--- src/rtl/alk_pkg.sv ---
// Shared definitions for the ALK loop/flag sequencer: state encoding and the
// default loop counter width.
package alk_pkg;

    localparam int ALK_CNT_W = 6;

    typedef enum logic [1:0] {
        ST_IDLE = 2'b00,
        ST_RUN  = 2'b01,
        ST_DONE = 2'b10
    } alk_state_e;

endpackage : alk_pkg

--- src/rtl/alk_wb_strobe.sv ---
// WBUS readout strobe generator: registers the flag readout requests into the
// mux selects and the active-low group driver enable, one cycle later.
module alk_wb_strobe (
    input  logic clk_i,
    input  logic rst_i,
    input  logic rd_aluf_i,
    input  logic rd_loopf_i,
    output logic wb_aluf_o,
    output logic wb_loopf_o,
    output logic wb_group_ld_o
);

    logic wb_aluf_q,  wb_aluf_d;
    logic wb_loopf_q, wb_loopf_d;
    logic group_ld_q, group_ld_d;

    always_comb begin
        wb_aluf_d  = rd_aluf_i;
        wb_loopf_d = rd_loopf_i;
        // Driver stays on across back-to-back requests of either kind.
        group_ld_d = ~(rd_aluf_i | rd_loopf_i);
    end

    always_ff @(posedge clk_i or posedge rst_i) begin
        if (rst_i) begin
            wb_aluf_q  <= 1'b0;
            wb_loopf_q <= 1'b0;
            group_ld_q <= 1'b1;
        end else begin
            wb_aluf_q  <= wb_aluf_d;
            wb_loopf_q <= wb_loopf_d;
            group_ld_q <= group_ld_d;
        end
    end

    assign wb_aluf_o     = wb_aluf_q;
    assign wb_loopf_o    = wb_loopf_q;
    assign wb_group_ld_o = group_ld_q;

endmodule : alk_wb_strobe

--- src/rtl/alk_loop_ctl.sv ---
// ALK loop sequencer: iteration counter FSM with loop_flag, latched ALU
// carry/sign flags, and the WBUS<31:30> readout strobes.
module alk_loop_ctl
    import alk_pkg::*;
#(
    parameter int CNT_W = ALK_CNT_W
) (
    input  logic             clk_h,
    input  logic             reset_h,
    input  logic             ld_count_h,
    input  logic [CNT_W-1:0] wbus_in_h,
    input  logic             step_h,
    input  logic             abort_h,
    input  logic             flag_ld_h,
    input  logic             alu_cout_h,
    input  logic             alu_sign_h,
    input  logic             clr_flags_h,
    input  logic             rd_aluf_h,
    input  logic             rd_loopf_h,
    output logic             alkc_flag_h,
    output logic             aluso_flag_h,
    output logic             loop_flag_h,
    output logic [CNT_W-1:0] count_h,
    output logic             busy_h,
    output logic             alpctl_wb_aluf_h,
    output logic             alpctl_wb_loopf_h,
    output logic             alpctl_wb_group_ld
);

    alk_state_e       state_q, state_d;
    logic [CNT_W-1:0] count_q, count_d;
    logic             loop_q,  loop_d;
    logic             alkc_q,  alkc_d;
    logic             aluso_q, aluso_d;
    logic             enter_done;
    logic             ld_nonzero;

    always_comb begin
        state_d    = state_q;
        count_d    = count_q;
        enter_done = 1'b0;
        ld_nonzero = 1'b0;

        // Priority: abort, then load (which also reloads a running loop), then step.
        if (abort_h) begin
            state_d = ST_IDLE;
            count_d = '0;
        end else if (ld_count_h) begin
            count_d = wbus_in_h;
            if (wbus_in_h != '0) begin
                state_d    = ST_RUN;
                ld_nonzero = 1'b1;
            end else begin
                state_d    = ST_DONE;
                enter_done = 1'b1;
            end
        end else if (state_q == ST_RUN && step_h) begin
            if (count_q != '0) begin
                count_d = count_q - CNT_W'(1);
            end
            if (count_q <= CNT_W'(1)) begin
                state_d    = ST_DONE;
                enter_done = 1'b1;
            end
        end else if (state_q == ST_DONE && clr_flags_h) begin
            state_d = ST_IDLE;
        end
    end

    always_comb begin
        loop_d  = loop_q;
        alkc_d  = alkc_q;
        aluso_d = aluso_q;

        // Entry to DONE wins over a simultaneous clear.
        if (enter_done) begin
            loop_d = 1'b1;
        end else if (clr_flags_h || ld_nonzero) begin
            loop_d = 1'b0;
        end

        if (clr_flags_h) begin
            alkc_d  = 1'b0;
            aluso_d = 1'b0;
        end else if (flag_ld_h) begin
            alkc_d  = alu_cout_h;
            aluso_d = alu_sign_h;
        end
    end

    always_ff @(posedge clk_h or posedge reset_h) begin
        if (reset_h) begin
            state_q <= ST_IDLE;
            count_q <= '0;
            loop_q  <= 1'b0;
            alkc_q  <= 1'b0;
            aluso_q <= 1'b0;
        end else begin
            state_q <= state_d;
            count_q <= count_d;
            loop_q  <= loop_d;
            alkc_q  <= alkc_d;
            aluso_q <= aluso_d;
        end
    end

    alk_wb_strobe u_wb_strobe (
        .clk_i         (clk_h),
        .rst_i         (reset_h),
        .rd_aluf_i     (rd_aluf_h),
        .rd_loopf_i    (rd_loopf_h),
        .wb_aluf_o     (alpctl_wb_aluf_h),
        .wb_loopf_o    (alpctl_wb_loopf_h),
        .wb_group_ld_o (alpctl_wb_group_ld)
    );

    assign alkc_flag_h  = alkc_q;
    assign aluso_flag_h = aluso_q;
    assign loop_flag_h  = loop_q;
    assign count_h      = count_q;
    assign busy_h       = (state_q == ST_RUN);

endmodule : alk_loop_ctl
--- config.mk ---
export PLATFORM = sky130hd
export DESIGN_NAME = alk_loop_ctl
export DESIGN_NICKNAME = d
export VERILOG_FILES = /design/src/rtl/alk_pkg.sv /design/src/rtl/alk_wb_strobe.sv /design/src/rtl/alk_loop_ctl.sv
export SDC_FILE = /design/constraint.sdc
export NUM_CORES = 1
export LEC_CHECK = 0
export ABC_CLOCK_PERIOD_IN_PS = 2130
export CAP_MARGIN = 0
export CORE_MARGIN = 2
export CORE_UTILIZATION = 35
export DETAILED_ROUTE_END_ITERATION = 6
export HOLD_SLACK_MARGIN = 0.15
export PLACE_DENSITY = 0.63
export RECOVER_POWER = 25
export SLEW_MARGIN = 0
export SYNTH_ARGS = -nofsm -noshare
export SYNTH_HDL_FRONTEND = slang
export SYNTH_HIERARCHICAL = 1
export SYNTH_SLANG_ARGS = --single-unit
--- constraint.sdc ---
create_clock -name clk_h -period 2.13 [get_ports clk_h]
set_clock_uncertainty 0.2 [all_clocks]
set_input_delay 0.213 -clock clk_h [delete_from_list [all_inputs] [get_ports clk_h]]
set_output_delay 0.213 -clock clk_h [all_outputs]
set_load 0.03 [all_outputs]
==> results.md, run 1 <==
Place:
- The half-perimeter wire length of the detailed placement result is 1680 um.
- The congestion estimate from routability-driven global placement came to 0.817.
- Timing analysis after detailed placement gives a worst setup slack of 0.0927 ns.
- Buffers placed on the I/O ports in this run total 29.

Synthesis:
- The post-synth net total is 102.
- The biggest area consumer among synthesized cells is dfrtp_1.
- The number of instances in the synthesized netlist is 83.
- The area fraction of the dominant cell type after synthesis is 40.2%.
- The fraction of registers with async set/reset is 100%.
- During synthesis, Yosys emitted a total of 6 warnings.
- The average footprint of a synthesized cell is 9.74 um2.
- The cell area after synthesis is 808 um2.
- The library cell with the highest instance count after synthesis is nor2_1.
- Among all flip-flop cells after synthesis, the most frequent one is dfrtp_1.
- Counting instances in the post-synthesis netlist gives the leading cell types as nor2_1, dfrtp_1, inv_1, nand2_1.
- The fraction of the yosys area taken by sequential cells is 43.5%.
- After synthesis, the cell types taking the most area are dfrtp_1, nor2_1, mux2i_1.
- In this run, synthesis produced a sequential element count of 14.
- The netlist uses 33 different library cells.
- The number of synthesized flops with an enable pin is 0.

Cells and area:
- The number of nets in the layout is 141.
- The share of layout cells above drive strength 1 is 15.7%.
- The count of antenna diodes in the layout is 0.
- Relative to the synthesized area, the layout overhead comes to 51.7%.
- At the end of the flow the core is filled with cells to 56.0%.

STA:
- The number of hold violations in the final report came to 0.
- The relative slew slack is 70.0%.
- The final-layout setup total negative slack is 0 ns.
- Timing would allow up to 501 MHz.
- The number of pins exceeding their max-slew limit in the final report is 0.
- The final period utilization is 93.7%.
- Setup repair after global routing left no endpoint under its margin.
- The clock period could shrink to 2.00 ns.
- Across all hold checks on the routed design, the worst slack comes to 0.311 ns.
- Setup violations remaining at the end of the flow were counted as 0.
- The worst setup slack after layout is 0.134 ns.
- The transition time at the pin with the least slew margin is 0.450 ns.

Clocking:
- The tree built by TritonCTS fans out to 14 sinks.
- The register clock-pin slew on the reported worst setup and hold paths is 0.10 ns.
- The clock latency of the later-clocked register in the worst-skew pair is 0.30 ns.
- The CTS tree is built.
- The clock tree root buffer cell is clkbuf_4.
- In this run the deepest clock path goes through 2 buffers.
- The total CTS buffers is 3.
- In this run the number of H-tree levels came out at 1.

GRT:
- The most used routing layer in global routing is met2.
- The global route total overflow is 0.
- The via count of the first global-routing pass is 786.
- The global-route track usage on met1 is 23.1%.
- The largest net degree at the start of global routing is 12.
- The global-route wire length before repair is 3600 um.
- In the global route stage, overall resource usage came out at 18.3%.
- For this run, global-route usage on met3 was measured as 1.72%.
- The number of antenna violations at the first check in global routing was 0.
- The met2 routing resource usage after global routing is 31.4%.

Pwr:
- The leakage power of the design is 0.517 nW.
- IR analysis of the VDD net gives a maximum drop of 0.453 mV.
- Summing internal, switching and leakage power gives 0.000738 W.
- For this design the ratio of total power to cell area is 602 nW/um2.

Critical path:
- The data arrival time of the critical path is 2.01 ns.
- The required arrival time at the worst endpoint is 2.15 ns.
- STA classifies the critical path startpoint as a flop.
- The maximum fanout count along the critical path is 4.
- The startpoint-to-endpoint class of the critical path is reg -> reg.
- The endpoint class of the critical path is a flop.

Detailed routing:
- In the final routed layout, each cell accounts on average for 14.4 um.
- The starting DRC count in detailed routing is 13.
- In the routed design, unresolved DRC markers number 0.
- The count of nets left with antenna violations once routing finished came out at 0.
- The detailed-route wire length is 2140 um.
- The total number of vias is 788.
- The pre-antenna-repair detailed-routing pass consisted of 4 iterations.
- After detailed routing, the number of vias per cell comes to 5.29.

Die:
- The core region is 2190 um2.
- The floorplan has 17 rows.
- The die is 52.1 um tall.
- The die extent in x is 52.1 um.
- During I/O placement, the number of pins put on the boundary was 30.
- The die covers 2710 um2.
- For this configuration, the core starts out at a cell density of 36.9%.

Flow run:
- Across the run, the number of max-cap violations was 0.

Worst hold path:
- The worst hold path belongs to the class in -> reg.

Status:
- The run finished with clean final reports.
==> kinds of logic after synthesis <==
kind of cell	share of synthesized area [%]
AND/OR/NAND/NOR	25.9
XOR/XNOR	2.17
adder cells (fa/ha/maj)	3.10
buffers and inverters	3.72
multiplexers	3.72
flip-flops	43.5
AO/OA/AOI/OAI	18.0
==> power breakdown <==
group | switching [W] | internal, W | total (W)
clock network | 0.0000969 | 0.000104 | 0.000201
registers | 0.0000237 | 0.000285 | 0.000309
logic | 0.000117 | 0.000111 | 0.000228
==> registers in the layout (all words and copies together), names as in the netlist <==
signal	cells
aluso_flag_h	1
alkc_flag_h	1
state_q	2
u_wb_strobe/wb_aluf_o	1
count_h	6
u_wb_strobe/wb_loopf_o	1
u_wb_strobe/wb_group_ld_o	1
loop_flag_h	1
==> area by class of cell <==
type                            instances  area (um2)
Clock buffer                            4        36.3
Fill cell                             200         965
Inverter                                6        22.5
Multi-Input combinational cell         61         435
Sequential cell                        14         352
Tap cell                               28        35.0
Timing Repair Buffer                   36         345
==> worst max-delay path, cell delays in order (launching register included) <==
cell     delay (ns)
dfrtp_1        0.43
inv_1          0.11
ha_1           0.23
or3b_2         0.46
a21oi_1        0.21
o31ai_1        0.09
a22oi_1        0.20
==> placed cells by master (no fill, tap or decap), types with 4 or more instances in the layout <==
master           synthesis  routed
a21oi_1                  4       4
buf_4                    0       6
clkdlybuf4s50_1          0      25
dfrtp_1                 13      13
dlygate4sd3_1            0       5
inv_1                    5       5
nand2_1                  5       5
nor2_1                  14      14
nor3_1                   4       4
==> repair_timing <==
item                                    CTS  global route
endpoints found under the setup margin    0             2
setup buffers                             0             0
resized for setup                         0             1
endpoints found under the hold margin    14             0
hold buffers                              1             0
==> metrics by stage <==
step	instances	instance area, um2
5_1_grt	149	1230
3_3_place_gp	144	1170
4_1_cts	149	1220
6_report	149	1230
3_5_place_dp	144	1170
2_1_floorplan	83	808
==> per-layer routing <==
metal | vias to the layer above | routed length, um | part of all wire (%)
met5 | - | 0 | 0
met4 | 0 | 47 | 2.2
met3 | 5 | 67 | 3.1
met2 | 17 | 1100 | 51
met1 | 391 | 926 | 43
li1 | 375 | - | -
==> final timing paths <==
path | start | end | slack (ns) | cells after the start
worst max-delay path | count_h[1]$_DFFE_PP0P_ | count_h[2]$_DFFE_PP0P_ | 0.13 | 6
worst min-delay path | rd_loopf_h | u_wb_strobe/wb_loopf_o$_DFF_PP0_ | 0.31 | 1
worst max register to register | count_h[1]$_DFFE_PP0P_ | count_h[2]$_DFFE_PP0P_ | 0.13 | 6
worst min register to register | alkc_flag_h$_DFFE_PP0P_ | alkc_flag_h$_DFFE_PP0P_ | 0.34 | 2
max in group asynchronous | reset_h | aluso_flag_h$_DFFE_PP0P_ | 0.68 | 3
min in group asynchronous | reset_h | u_wb_strobe/wb_loopf_o$_DFF_PP0_ | 0.59 | 3
No activity file was read; power rests on OpenSTA's default activity.
==> inputs of run 2 (changes only) <==
PLACE_DENSITY = 0.66   (was 0.63)
SLEW_MARGIN = unset   (was 0)
SYNTH_HIERARCHICAL = unset   (was 1)
==> results.md, run 2 <==
Critical path:
- The worst setup path is of the reg -> reg kind.
- Along the worst path, the maximum fanout reaches 8.
- The data arrival time of the critical path is 1.96 ns.
- Data on the critical path is required at its endpoint by 2.11 ns.
- The worst setup path is launched from a flop.
- The endpoint class of the critical path is a flop.

STA:
- Setup repair after global routing left no endpoint under its margin.
- The relative slew slack is 65.2%.
- For the final routed database, the setup TNS stands at 0 ns.
- The number of hold violations in the final report came to 0.
- The final period utilization is 92.9%.
- Setup violations remaining at the end of the flow were counted as 0.
- The number of pins exceeding their max-slew limit in the final report is 0.
- Setup slack on the critical path of the routed design comes to 0.151 ns.
- Derived from the worst setup path, the maximum achievable clock frequency is 505 MHz.
- The minimum period implied by the final worst setup slack is 1.98 ns.
- At the pin with the least slew margin, the transition time is 0.521 ns.

Cells and area:
- Cells with a size suffix above 1 make up 11.9% of the layout.
- The number of flip-flops in the largest register is 6.
- Counting the fill cells in the layout gives 196.
- The library cells used most frequently in the layout, excluding fill and tap cells, are clkdlybuf4s50_1, dfrtp_1, inv_1, a21oi_1, nor2_1.
- Compared with the post-synthesis result, the final layout area differs by 53.4%.
- At the end of the flow, the number of nets in the layout was 138.
- The count of antenna diodes in the layout is 0.
- The most common cell after layout, fill and taps aside is clkdlybuf4s50_1.
- The final instance area is 1180 um2.

Detailed routing:
- The routed via count divided by cell count is 5.12.
- After the first detailed-routing iteration, the DRC count stood at 5.
- The number of iterations in the first detailed-routing pass is 4.
- For this block, the routed nets add up to 1880 um of wire.
- Dividing the detail-routed wire length by the instance count gives 13.0 um.
- The residual antenna-violating net count after detailed routing is 0.
- The detailed router placed 742 vias in this run.
- The DRC violations left is 0.

Clocking:
- The CTS tree is built.
- The number of sinks on the clock net is 14.
- After clock tree synthesis, the clock-pin slew on the worst setup and hold paths is 0.08 ns.
- For the worst-skew pair, the clock arrives at the later sink with an insertion delay of 0.28 ns.
- The post-cts sizing count is 0.
- The clock tree root buffer cell is clkbuf_4.
- No sink is reached through more buffers than the 2 on the longest clock path.
- The number of clock buffers added by TritonCTS is 3.
- In this run the number of H-tree levels came out at 1.

GRT:
- The global route total overflow is 0.
- Global routing consumed, over all layers together, 17.6% of the routing resources.
- The number of antenna violations at the first check in global routing was 0.
- The first global-routing pass estimated 3330 um of wire.
- Entering global routing, the biggest net connects 16 pins.
- The via count of the first global-routing pass is 718.

Synthesis:
- The cell area that synthesis handed to floorplanning was 768 um2.
- In this run, synthesis inferred 0 flip-flops with an integrated enable.
- The flip-flop cell with the highest count after synthesis is dfrtp_1.
- The distinct cell type count after synthesis is 33.
- The library cell with the highest instance count after synthesis is dfrtp_1.
- The fraction of registers with async set/reset is 100%.
- The fraction of the yosys area taken by sequential cells is 45.8%.
- The largest total area in the synthesized netlist belongs to dfrtp_1.
- Synthesis produced 82 cells.
- After synthesis the netlist holds a flip-flop and latch count of 14.
- In the post-synthesis netlist, the biggest area contributors are dfrtp_1, a21oi_1, inv_1.
- Each instance of the synthesized netlist takes up on average 9.37 um2.
- Counting every net in the synthesized netlist gives 101.
- The area fraction of the dominant cell type after synthesis is 42.3%.
- The count of synthesis-stage warnings from yosys is 0.
- The commonest cells after synthesis are dfrtp_1, a21oi_1, inv_1.

Place:
- The placed instances occupy a cell area of 1130 um2.
- The half-perimeter wire length of the detailed placement result is 1510 um.
- The weighted congestion at the end of routability-driven global placement is 0.884.
- The count of buffers added on input and output ports is 29.
- The worst setup timing slack at the placement stage is 0.109 ns.

Die:
- In this run the core area contains 16 standard-cell rows.
- The total die area is 2590 um2.
- For this configuration, the core starts out at a cell density of 38.0%.
- The die outline height is 50.9 um.
- The placeable core region is 2020 um2.
- 30 I/O pins were placed.
- The die extent in x is 50.9 um.

Pwr:
- The total power per unit cell area is 658 nW/um2.
- The maximum ir drop on the vdd rail is 0.384 mV.
- The leakage power of the design is 0.497 nW.

Flow run:
- The tool flagged a number of max-cap violations equal to 0.

Status:
- The flow ran to the end, and the final reports show no timing, DRC or antenna violations.

Worst hold path:
- The min-delay analysis places its worst path in the category in -> reg.
run 2: cell count changes after synthesis, moves of 2 or more:
cell,delta
or4_1,-2
nor2_1,-7
o211ai_1,+2
inv_1,+3
a21oi_1,+4
a211oi_2,-2
nand2b_1,+2
run 2: logic make-up after synthesis:
family	share of synthesized area [%]
compound gates	19.5
simple gates	22.8
flops	45.8
buf+inv	4.89
xor+xnor	1.14
fa+ha+maj	3.26
mux	2.61
run 2: final timing paths:
kind	startpoint	to	slack, ns	cells past startpoint
worst min-delay path	rd_aluf_h	u_wb_strobe.wb_group_ld_o$_DFF_PP1_	0.31	2
worst max register to register	count_h[0]$_DFFE_PP0P_	count_h[5]$_DFFE_PP0P_	0.15	6
worst max-delay path	count_h[0]$_DFFE_PP0P_	count_h[5]$_DFFE_PP0P_	0.15	6
max in group asynchronous	reset_h	count_h[1]$_DFFE_PP0P_	0.61	3
min in group asynchronous	reset_h	count_h[5]$_DFFE_PP0P_	0.74	3
worst min register to register	count_h[1]$_DFFE_PP0P_	count_h[1]$_DFFE_PP0P_	0.33	2
run 2: timing repair:
action | in CTS | in global routing
buffers inserted | 0 | 0
hold buffers | 1 | 0
endpoints found under the hold margin | 13 | 0
run 2: where the power goes:
group	switching, W	leakage (nW)	internal (W)	total, W
logic	0.000141	0.302	0.000129	0.000270
clock network	0.0000870	0.0210	0.000104	0.000191
registers	0.0000222	0.174	0.000292	0.000314
run 2: worst max-delay path, stage by stage (launching register included):
cell     delay, ns
dfrtp_2       0.43
inv_1         0.09
ha_1          0.17
or4b_4        0.48
o32ai_4       0.24
or4b_1        0.18
nand3_1       0.06
run 2: layout make-up:
class / count / area (um2) / area share, %
Multi-Input combinational cell: 58 / 394 / 33.4
Timing Repair Buffer: 34 / 330 / 28.0
Clock buffer: 4 / 36.3 / 3.08
Inverter: 8 / 30.0 / 2.55
Sequential cell: 14 / 354 / 30.0
Tap cell: 27 / 33.8 / 2.87
run 2: routing by layer:
metal	share of wire (%)	wire, um	GRT usage [%]
met1	45	852	21.8
met2	48	909	28.1
met3	4.1	77	4.68
met4	2.3	44	9.46
met5	0	0	0
run 2: metrics by stage:
stage | total power (W) | cells | hold slack (ns) | util, %
2_1_floorplan | 0.000469 | 82 | -0.0986 | -
3_3_place_gp | 0.000588 | 140 | 0.310 | 56.0
3_5_place_dp | 0.000591 | 140 | 0.321 | 56.0
4_1_cts | 0.000788 | 145 | 0.184 | 58.3
5_1_grt | 0.000818 | 145 | 0.306 | 58.3
6_report | 0.000775 | 145 | 0.307 | 58.3
